===== config.mk =====
export PLATFORM = sky130hd
export DESIGN_NAME = uart_rx_fifo
export DESIGN_NICKNAME = d
export VERILOG_FILES = /design/src/rtl/uart_rx_fifo.sv
export SDC_FILE = /design/constraint.sdc
export NUM_CORES = 1
export LEC_CHECK = 0
export CAP_MARGIN = 40
export CORE_AREA = 2 2 158 160
export CTS_BUF_LIST = sky130_fd_sc_hd__clkbuf_8
export CTS_CLUSTER_SIZE = 25
export DETAILED_ROUTE_END_ITERATION = 10
export DIE_AREA = 0 0 160 162
export PLACE_DENSITY = 0.43
export SETUP_SLACK_MARGIN = 0.5
export SKIP_LAST_GASP = 1
export SLEW_MARGIN = 25
export SYNTH_ARGS = -nofsm -noshare
export SYNTH_HDL_FRONTEND = slang
export SYNTH_SLANG_ARGS = --single-unit

===== constraint.sdc =====
create_clock -name clk -period 3.64 [get_ports clk]
set_clock_uncertainty 0.1 [all_clocks]
set_input_delay 0.728 -clock clk [delete_from_list [all_inputs] [get_ports clk]]
set_output_delay 0.728 -clock clk [all_outputs]
set_load 0.02 [all_outputs]

===== src/rtl/uart_rx_fifo.sv =====
// 8N1 UART receiver with 16x oversampling, majority-vote bit sampling and a
// first-word-fall-through receive FIFO with sticky frame/overrun flags.
module uart_rx_fifo #(
  parameter int CLKFREQ = 24000000,
  parameter int BAUD    = 115200,
  parameter int DEPTH   = 16
) (
  input  logic                     clk,
  input  logic                     resetq,
  input  logic                     rx,
  input  logic                     rd,
  input  logic                     clr_err,
  output logic                     valid,
  output logic [7:0]               data,
  output logic [$clog2(DEPTH):0]   count,
  output logic                     frame_err,
  output logic                     overrun
);

  localparam int DIV = CLKFREQ / (16 * BAUD);
  localparam int TW  = (DIV > 1) ? $clog2(DIV) : 1;
  localparam int AW  = $clog2(DEPTH);
  localparam logic [TW-1:0] TICK_LAST = TW'(DIV - 1);
  localparam logic [AW:0]   FULL      = (AW + 1)'(DEPTH);

  typedef enum logic [1:0] {IDLE, START, DATA, STOP} state_t;

  logic          rx_meta;
  logic          rxs;
  logic          rxs_d;
  logic [TW-1:0] tick_cnt;
  logic          tick;
  state_t        state;
  logic [3:0]    tick_idx;
  logic [2:0]    bit_idx;
  logic [7:0]    shreg;
  logic          s7;
  logic          s8;
  logic          maj;
  logic          hold;
  logic          start_edge;
  logic          stop_mid;
  logic          push;
  logic          push_ok;
  logic          pop;
  logic          frame_set;
  logic          ovr_set;
  logic [AW:0]   count_nxt;
  logic [AW-1:0] wr_ptr;
  logic [AW-1:0] rd_ptr;
  logic [7:0]    mem [DEPTH];

  always_ff @(posedge clk or negedge resetq) begin
    if (!resetq) begin
      rx_meta <= 1'b1;
      rxs     <= 1'b1;
      rxs_d   <= 1'b1;
    end else begin
      rx_meta <= rx;
      rxs     <= rx_meta;
      rxs_d   <= rxs;
    end
  end

  always_comb begin
    start_edge = (state == IDLE) && !hold && rxs_d && !rxs;
    tick       = (tick_cnt == TICK_LAST);
    maj        = (s7 & s8) | (s7 & rxs) | (s8 & rxs);
    stop_mid   = tick && (state == STOP) && (tick_idx == 4'd9);
    push       = stop_mid && maj;
    frame_set  = stop_mid && !maj;
    pop        = rd && valid;
    // a pop in the same cycle frees the slot, so a full FIFO still accepts
    push_ok    = push && ((count != FULL) || pop);
    ovr_set    = push && !push_ok;
    count_nxt  = count;
    if (push_ok && !pop) count_nxt = count + (AW + 1)'(1);
    if (!push_ok && pop) count_nxt = count - (AW + 1)'(1);
  end

  // Oversample divider re-phases on every accepted start edge.
  always_ff @(posedge clk or negedge resetq) begin
    if (!resetq)         tick_cnt <= '0;
    else if (start_edge) tick_cnt <= '0;
    else if (tick)       tick_cnt <= '0;
    else                 tick_cnt <= tick_cnt + TW'(1);
  end

  always_ff @(posedge clk or negedge resetq) begin
    if (!resetq) begin
      state    <= IDLE;
      tick_idx <= '0;
      bit_idx  <= '0;
      shreg    <= '0;
      s7       <= 1'b1;
      s8       <= 1'b1;
      hold     <= 1'b0;
    end else begin
      case (state)
        IDLE: begin
          if (hold && rxs) hold <= 1'b0;
          if (start_edge) begin
            state    <= START;
            tick_idx <= '0;
            bit_idx  <= '0;
          end
        end
        default: begin
          if (tick) begin
            tick_idx <= tick_idx + 4'd1;
            if (tick_idx == 4'd7) s7 <= rxs;
            if (tick_idx == 4'd8) s8 <= rxs;
            case (state)
              START: begin
                if (tick_idx == 4'd9 && maj) state <= IDLE;
                else if (tick_idx == 4'd15)  state <= DATA;
              end
              DATA: begin
                if (tick_idx == 4'd9) shreg <= {maj, shreg[7:1]};
                if (tick_idx == 4'd15) begin
                  if (bit_idx == 3'd7) state <= STOP;
                  bit_idx <= bit_idx + 3'd1;
                end
              end
              STOP: begin
                // leave at mid stop bit; a bad stop holds off until the line idles high
                if (tick_idx == 4'd9) begin
                  state <= IDLE;
                  hold  <= !maj;
                end
              end
              default: state <= IDLE;
            endcase
          end
        end
      endcase
    end
  end

  always_ff @(posedge clk) begin
    if (push_ok) mem[wr_ptr] <= shreg;
  end

  always_ff @(posedge clk or negedge resetq) begin
    if (!resetq) begin
      wr_ptr <= '0;
      rd_ptr <= '0;
      count  <= '0;
      valid  <= 1'b0;
    end else begin
      if (push_ok) wr_ptr <= wr_ptr + AW'(1);
      if (pop)     rd_ptr <= rd_ptr + AW'(1);
      count <= count_nxt;
      valid <= (count_nxt != '0);
    end
  end

  always_ff @(posedge clk or negedge resetq) begin
    if (!resetq) begin
      frame_err <= 1'b0;
      overrun   <= 1'b0;
    end else begin
      frame_err <= frame_set | (frame_err & !clr_err);
      overrun   <= ovr_set   | (overrun   & !clr_err);
    end
  end

  assign data = mem[rd_ptr];

endmodule

==> flow_summary.json, run 1 <==
{
  "status": "completed",
  "postLayoutCoreUtil_pct": 34.8,
  "fillers": 2346,
  "syn_avg_cell_area_sq_um": 17.6,
  "rr_worst_depth": 8,
  "hpwlAfterDp_mm": 10.3,
  "layout_common_cells": "edfxtp_1 (128), mux4_2 (40), dfrtp_1 (37), nand2_1 (24), nor2_1 (23)",
  "grt_pass1_wl_mm": 24.7,
  "dpl_worst_slack_ns": 0.330,
  "die_x_um": 160,
  "gp_congestion": 0.724,
  "crit_fanout": 9,
  "endpoint": "data[7]",
  "crit_buf_inv": 2,
  "ir_drop_mv": 0.231,
  "cts_made_buffers": 17,
  "fin_crit_ns": 3.24,
  "hp-class": "reg2reg",
  "synth_top_family_by_area": "multiplexers",
  "critical_path_class": "reg2out",
  "placementRows": 57,
  "drive_above_1_share_pct": 27.0,
  "power_density_nw_per_um2": 585,
  "n_antenna_cell": 0,
  "yosys.area_share.adder_pct": 3.49,
  "path_clk_slew_ns": 0.10,
  "netlist_top_cells_area": "edfxtp_1 (54%), dfrtp_1 (13%), mux4_2 (13%)",
  "wl_per_cell_um": 19.5,
  "routed_via_density": 4.70,
  "maxSlewHeadroom_pct": 52.0,
  "synth_seq_cells": 171,
  "port_buffers": 20,
  "multi_input_area_sq_um": 2080,
  "drcViolationCount": 0,
  "drv_cap": 0,
  "tightestPinTransition_ns": 0.720,
  "regArea_sq_um": 4930,
  "die_y_um": 162,
  "drv_slew": 0,
  "met1_usage_pct": 17.9,
  "leakage_uw": 0.00293,
  "synth_nets": 430,
  "antenna_found_initial": 0,
  "wirelength_mm": 15.5,
  "worstSetupEndpointType": "primary output",
  "vias": 3732,
  "grt_usage_pct": 12.8,
  "ios": 21,
  "synthSimpleGateAreaFrac_pct": 6.54,
  "rrSetupSlack_ns": 0.90,
  "startpoint_type": "register",
  "grt_busiest_layer": "met2",
  "die-area_sq_um": 25900,
  "synth_mux_area_share_pct": 14.9,
  "num-nets-final": 481,
  "critPathTopFamily": "multiplexers",
  "worstSetupStartpoint": "rd_ptr[0]",
  "synthDistinctLibCells": 48,
  "coreArea_sq_um": 24100,
  "fin_ws_ns": 0.398,
  "synth_xor_area_share_pct": 1.72,
  "cp.arrival_ns": 2.41,
  "clock-root-buffer": "clkbuf_8",
  "synth-seq-area-share_pct": 69.1,
  "fmaxAchievable_mhz": 308,
  "crit_top_cell": "mux4_2",
  "synth_edf_count": 128,
  "rsz0062_at_grt": "yes",
  "tns_ns": 0,
  "cts_num_sinks": 171,
  "drt_iter0_drc": 289,
  "synth_area_sq_um": 7130,
  "area_growth_syn_to_layout_pct": 17.5,
  "crit_slowest_cell": "dfrtp_4",
  "grt_util_met2_pct": 20.4,
  "clkLatencyLatePin_ns": 0.45,
  "initial_core_util_pct": 29.6,
  "hold_viol_final": 0,
  "synth_top_cell_area_share_pct": 53.9,
  "overflow": 0,
  "yosysTopAreaCell": "edfxtp_1",
  "ant_nets": 0,
  "cts_tree": "yes",
  "async_flop_share_pct": 25.1,
  "cp.depth": 4,
  "ys.flop_type": "edfxtp_1",
  "synth_warnings": 0,
  "crit_path_cell_trace": "buf_12 -> mux4_2 -> mux4_2 -> clkdlybuf4s15_2",
  "htreeDepth": 4,
  "grt_use_met3_pct": 2.83,
  "cp.required_ns": 2.81,
  "grt_pass1_vias": 4030,
  "rr_endpoint": "mem[12][2]",
  "rr_startpoint": "tick_idx[1]",
  "setup_viol": 0,
  "min_period_over_period_pct": 89.1,
  "slowest_delay_ns": 0.53,
  "layout_commonest_cell": "edfxtp_1",
  "clockBufferDepth": 2,
  "synth_compound_area_share_pct": 2.44,
  "grt_max_degree": 36,
  "dr.pass1.iters": 4,
  "syn_inst": 406
}
synthesized netlist by cell type, types with 3 or more instances:
master and count:
a31oi_1 3, edfxtp_1 128, nand4_1 5, o21ai_0 7
and3_1 3, inv_1 13, xor2_1 5, nor3_1 5
xnor2_1 9, dfstp_2 5, mux2i_1 5, nor2_1 23
mux4_2 40, nand2_1 24, buf_2 3, dfrtp_1 38
nand4b_1 3, nand3_1 9, ha_1 19, a21oi_1 3
clkbuf_1 10, mux2_2 10
stage by stage:
| stage | hold WS (ns) | area [sq um] | power, uW | cells |
|---|---|---|---|---|
| after floorplan | 0.245 | 7130 | 3150 | 406 |
| after global placement | 0.247 | 7850 | 3530 | 754 |
| after detailed placement | 0.247 | 7900 | 3560 | 756 |
| after CTS | 0.262 | 8370 | 4990 | 794 |
| after global routing | 0.265 | 8380 | 5190 | 794 |
| final | 0.261 | 8380 | 4900 | 794 |
power by group:
group	internal [uW]	leakage [uW]	switching (uW)
Sequential	2180	0.00169	199
Combinational	641	0.00104	569
Clock	515	0.000197	797
what timing repair did:
action	4_1_cts	5_1_grt
hold endpoints to repair	2	0
gates cloned	1	0
setup endpoints to repair	8	8
resized for setup	44	2
hold buffers	1	0
setup buffers	4	0
final cells by class:
type / count / area share, %
clock inverter: 15 / 1.81
multi-input combinational: 205 / 24.8
inverter: 13 / 0.582
clock buffer: 17 / 2.79
tap: 324 / 4.84
timing repair buffer: 49 / 6.39
sequential: 171 / 58.8
state kept, by name, indices dropped and copies added (netlist names), 2 cells and up:
| name | count |
|---|---|
| mem | 128 |
| tick_idx | 4 |
| bit_idx | 3 |
| state | 2 |
| wr_ptr | 4 |
| rd_ptr | 4 |
| tick_cnt | 4 |
| shreg | 8 |
| count | 5 |
per-layer routing:
metal / vias to the layer above / share of wire [%] / wire length [um]
li1: 1687 / - / -
met1: 1992 / 48 / 7490
met2: 45 / 49 / 7550
met3: 8 / 2.3 / 355
met4: 0 / 0.70 / 108
met5: - / 0 / 0
worst register-to-register path: stages, from the launching register on:
cell and delay (ns):
dfrtp_1 0.41, inv_1 0.10, ha_1 0.17, and3b_1 0.32, nand4_2 0.22, a21oi_2 0.36, nand2_1 0.20, nor2_1 0.34
buf_4 0.24
how the worst min path moves through the flow:
stage | startpoint | end | slack, ns | depth (start not counted)
CTS | rx_meta | rxs | 0.26 | 0
global placement | rx_meta | rxs | 0.25 | 0
floorplan | rx_meta | rxs | 0.25 | 0
global route | rx_meta | rxs | 0.27 | 0
finish | rx_meta | rxs | 0.26 | 0
detailed placement | rx_meta | rxs | 0.25 | 0
logic make-up (layout without fill, tap and decap cells):
kind of cell    count (synthesis)  count (layout)
simple gates                   90              90
mux                            55              55
buf+inv                        30              94
compound gates                 26              26
xor+xnor                       14              14
fa+ha+maj                      20              20
flops                         171             171
(Power assumes the default switching activity.)
==> inputs of run 2 (changes only) <==
--- a/config.mk
+++ b/config.mk
@@ -6,4 +6,5 @@
 export NUM_CORES = 1
 export LEC_CHECK = 0
+export ABC_AREA = 0
 export CAP_MARGIN = 40
 export CORE_AREA = 2 2 158 160
==> constraint.sdc (replaced) <==
create_clock -name clk -period 3.64 [get_ports clk]
set_clock_uncertainty 0.1 [all_clocks]
set_input_delay 0.91 -clock clk [delete_from_list [all_inputs] [get_ports clk]]
set_output_delay 0.91 -clock clk [all_outputs]
set_load 0.02 [all_outputs]
==> run 2 against run 1 <==
- utilization unchanged
- critical path type unchanged
- largest cell class unchanged
- clock power increased by 7%
- critical path depth increased by 1
- non-clock buffer count decreased by 1
- count of clock-buffer cells in the layout unchanged
- final cell count decreased by 0.13%
- via count decreased by 0.91%
==> flow_summary.json, run 2 (synthesis gave the netlist of run 1 again) <==
{
  "worstSetupStartpoint": "rd_ptr[0]",
  "largest_reg_flops": 128,
  "placed_cells": 754,
  "dr.pass1.iters": 7,
  "min_period_over_period_pct": 92.0,
  "hp-class": "reg2reg",
  "totalPowerFinal_uw": 5050,
  "cts_num_sinks": 171,
  "postLayoutCoreUtil_pct": 34.8,
  "grt_pass1_wl_mm": 23.8,
  "final_cells": 793,
  "initial_core_util_pct": 29.6,
  "grt_pass1_vias": 3914,
  "n_antenna_cell": 0,
  "htreeDepth": 4,
  "cp.required_ns": 2.63,
  "ios": 21,
  "die_y_um": 162,
  "drv_slew": 0,
  "cp.arrival_ns": 2.34,
  "maxSlewHeadroom_pct": 56.4,
  "grt_max_degree": 44,
  "setup_viol": 0,
  "wl_per_cell_um": 19.2,
  "coreArea_sq_um": 24100,
  "placementRows": 57,
  "num-nets-final": 480,
  "top_register": "mem",
  "wirelength_mm": 15.2,
  "hold_slack_ns": 0.261,
  "cts_tree": "yes",
  "fmaxAchievable_mhz": 299,
  "drv_cap": 0,
  "status": "completed",
  "rr_startpoint": "tick_idx[1]",
  "hpwlAfterDp_mm": 10.1,
  "port_buffers": 20,
  "tns_ns": 0,
  "layout_common_cells": "edfxtp_1 (128), mux4_2 (40), dfrtp_1 (37), nand2_1 (24), nor2_1 (23)",
  "crit_fanout": 7,
  "area_growth_syn_to_layout_pct": 17.5,
  "ir_drop_mv": 0.254,
  "drt_iter0_drc": 268,
  "grt_usage_pct": 12.3,
  "leakage_uw": 0.00293,
  "die-area_sq_um": 25900,
  "vias": 3698,
  "die_x_um": 160,
  "postCtsHoldBufs": 0,
  "rsz0062_at_grt": "yes",
  "hold_viol_final": 0,
  "hold_path.startpoint": "rx_meta",
  "antenna_found_initial": 0,
  "drcViolationCount": 0,
  "power_density_nw_per_um2": 602,
  "gp_congestion": 0.740,
  "clock-root-buffer": "clkbuf_8",
  "drive_above_1_share_pct": 27.3,
  "path_clk_slew_ns": 0.10,
  "reg.largest.list": "mem x128, shreg x8, count x5",
  "clkLatencyLatePin_ns": 0.45,
  "overflow": 0,
  "cts_made_buffers": 17,
  "worstSetupEndpointType": "primary output",
  "clockBufferDepth": 2,
  "layout_commonest_cell": "edfxtp_1",
  "critical_path_class": "reg2out",
  "ant_nets": 0,
  "tightestPinTransition_ns": 0.646,
  "fillers": 2353,
  "startpoint_type": "register",
  "fin_crit_ns": 3.35,
  "routed_via_density": 4.66
}
run 2: changes by cell type in the layout (fill, tap and decap cells not counted), sizes merged:
cell | before | now
dlygate4sd3 | 1 | 0
clkdlybuf4s15 | 2 | 0
clkbuf | 17 | 18
bufinv | 0 | 2
clkinv | 6 | 1
buf | 35 | 36
clkinvlp | 0 | 1
inv | 22 | 24
run 2: per-layer routing:
metal | global-route usage, % | vias up | wire (um)
met1 | 16.8 | 1937 | 7170
met4 | 3.44 | 0 | 142
met5 | 0 | - | 0
met2 | 20.1 | 69 | 7500
li1 | - | 1684 | -
met3 | 2.63 | 8 | 415
run 2: path summary, 6_finish.rpt:
| check | to | slack [ns] | depth (start not counted) |
|---|---|---|---|
| worst max-delay path | data[2] | 0.29 | 5 |
| worst min-delay path | rxs | 0.26 | 0 |
| worst max register to register | mem[11][4] | 0.81 | 8 |
| worst min register to register | rxs | 0.26 | 0 |
| max in group asynchronous | wr_ptr[2] | 2.67 | 1 |
| min in group asynchronous | rd_ptr[3] | 0.34 | 1 |
run 2: metrics by stage:
step	area [sq um]	setup slack [ns]
6_report	8380	0.291
5_1_grt	8380	0.206
4_1_cts	8350	0.257
3_5_place_dp	7840	0.363
3_3_place_gp	7840	0.376
2_1_floorplan	7130	0.598
run 2: final cells by class:
cell class	count	area [sq um]	area share, %
sequential	171	4930	58.8
multi-input combinational	205	2080	24.8
timing repair buffer	48	514	6.14
tap	324	405	4.84
clock buffer	17	234	2.79
clock inverter	15	175	2.09
inverter	13	48.8	0.582
run 2: report_power, final:
group	internal (uW)	switching [uW]	total, uW
clock network	640	757	1400
logic	681	643	1320
registers	2180	149	2330
run 2: worst max-delay path, cell delays in order (launching register included):
cell and delay, ns:
dfrtp_2 0.43, buf_6 0.13, buf_16 0.14, mux4_2 0.54, mux4_2 0.50, buf_6 0.15
run 2: repair_timing:
action,CTS,global route
gates resized for setup,51,2
endpoints found under the setup margin,8,8
setup buffers,4,0
pin swaps,0,0
cloned,2,1
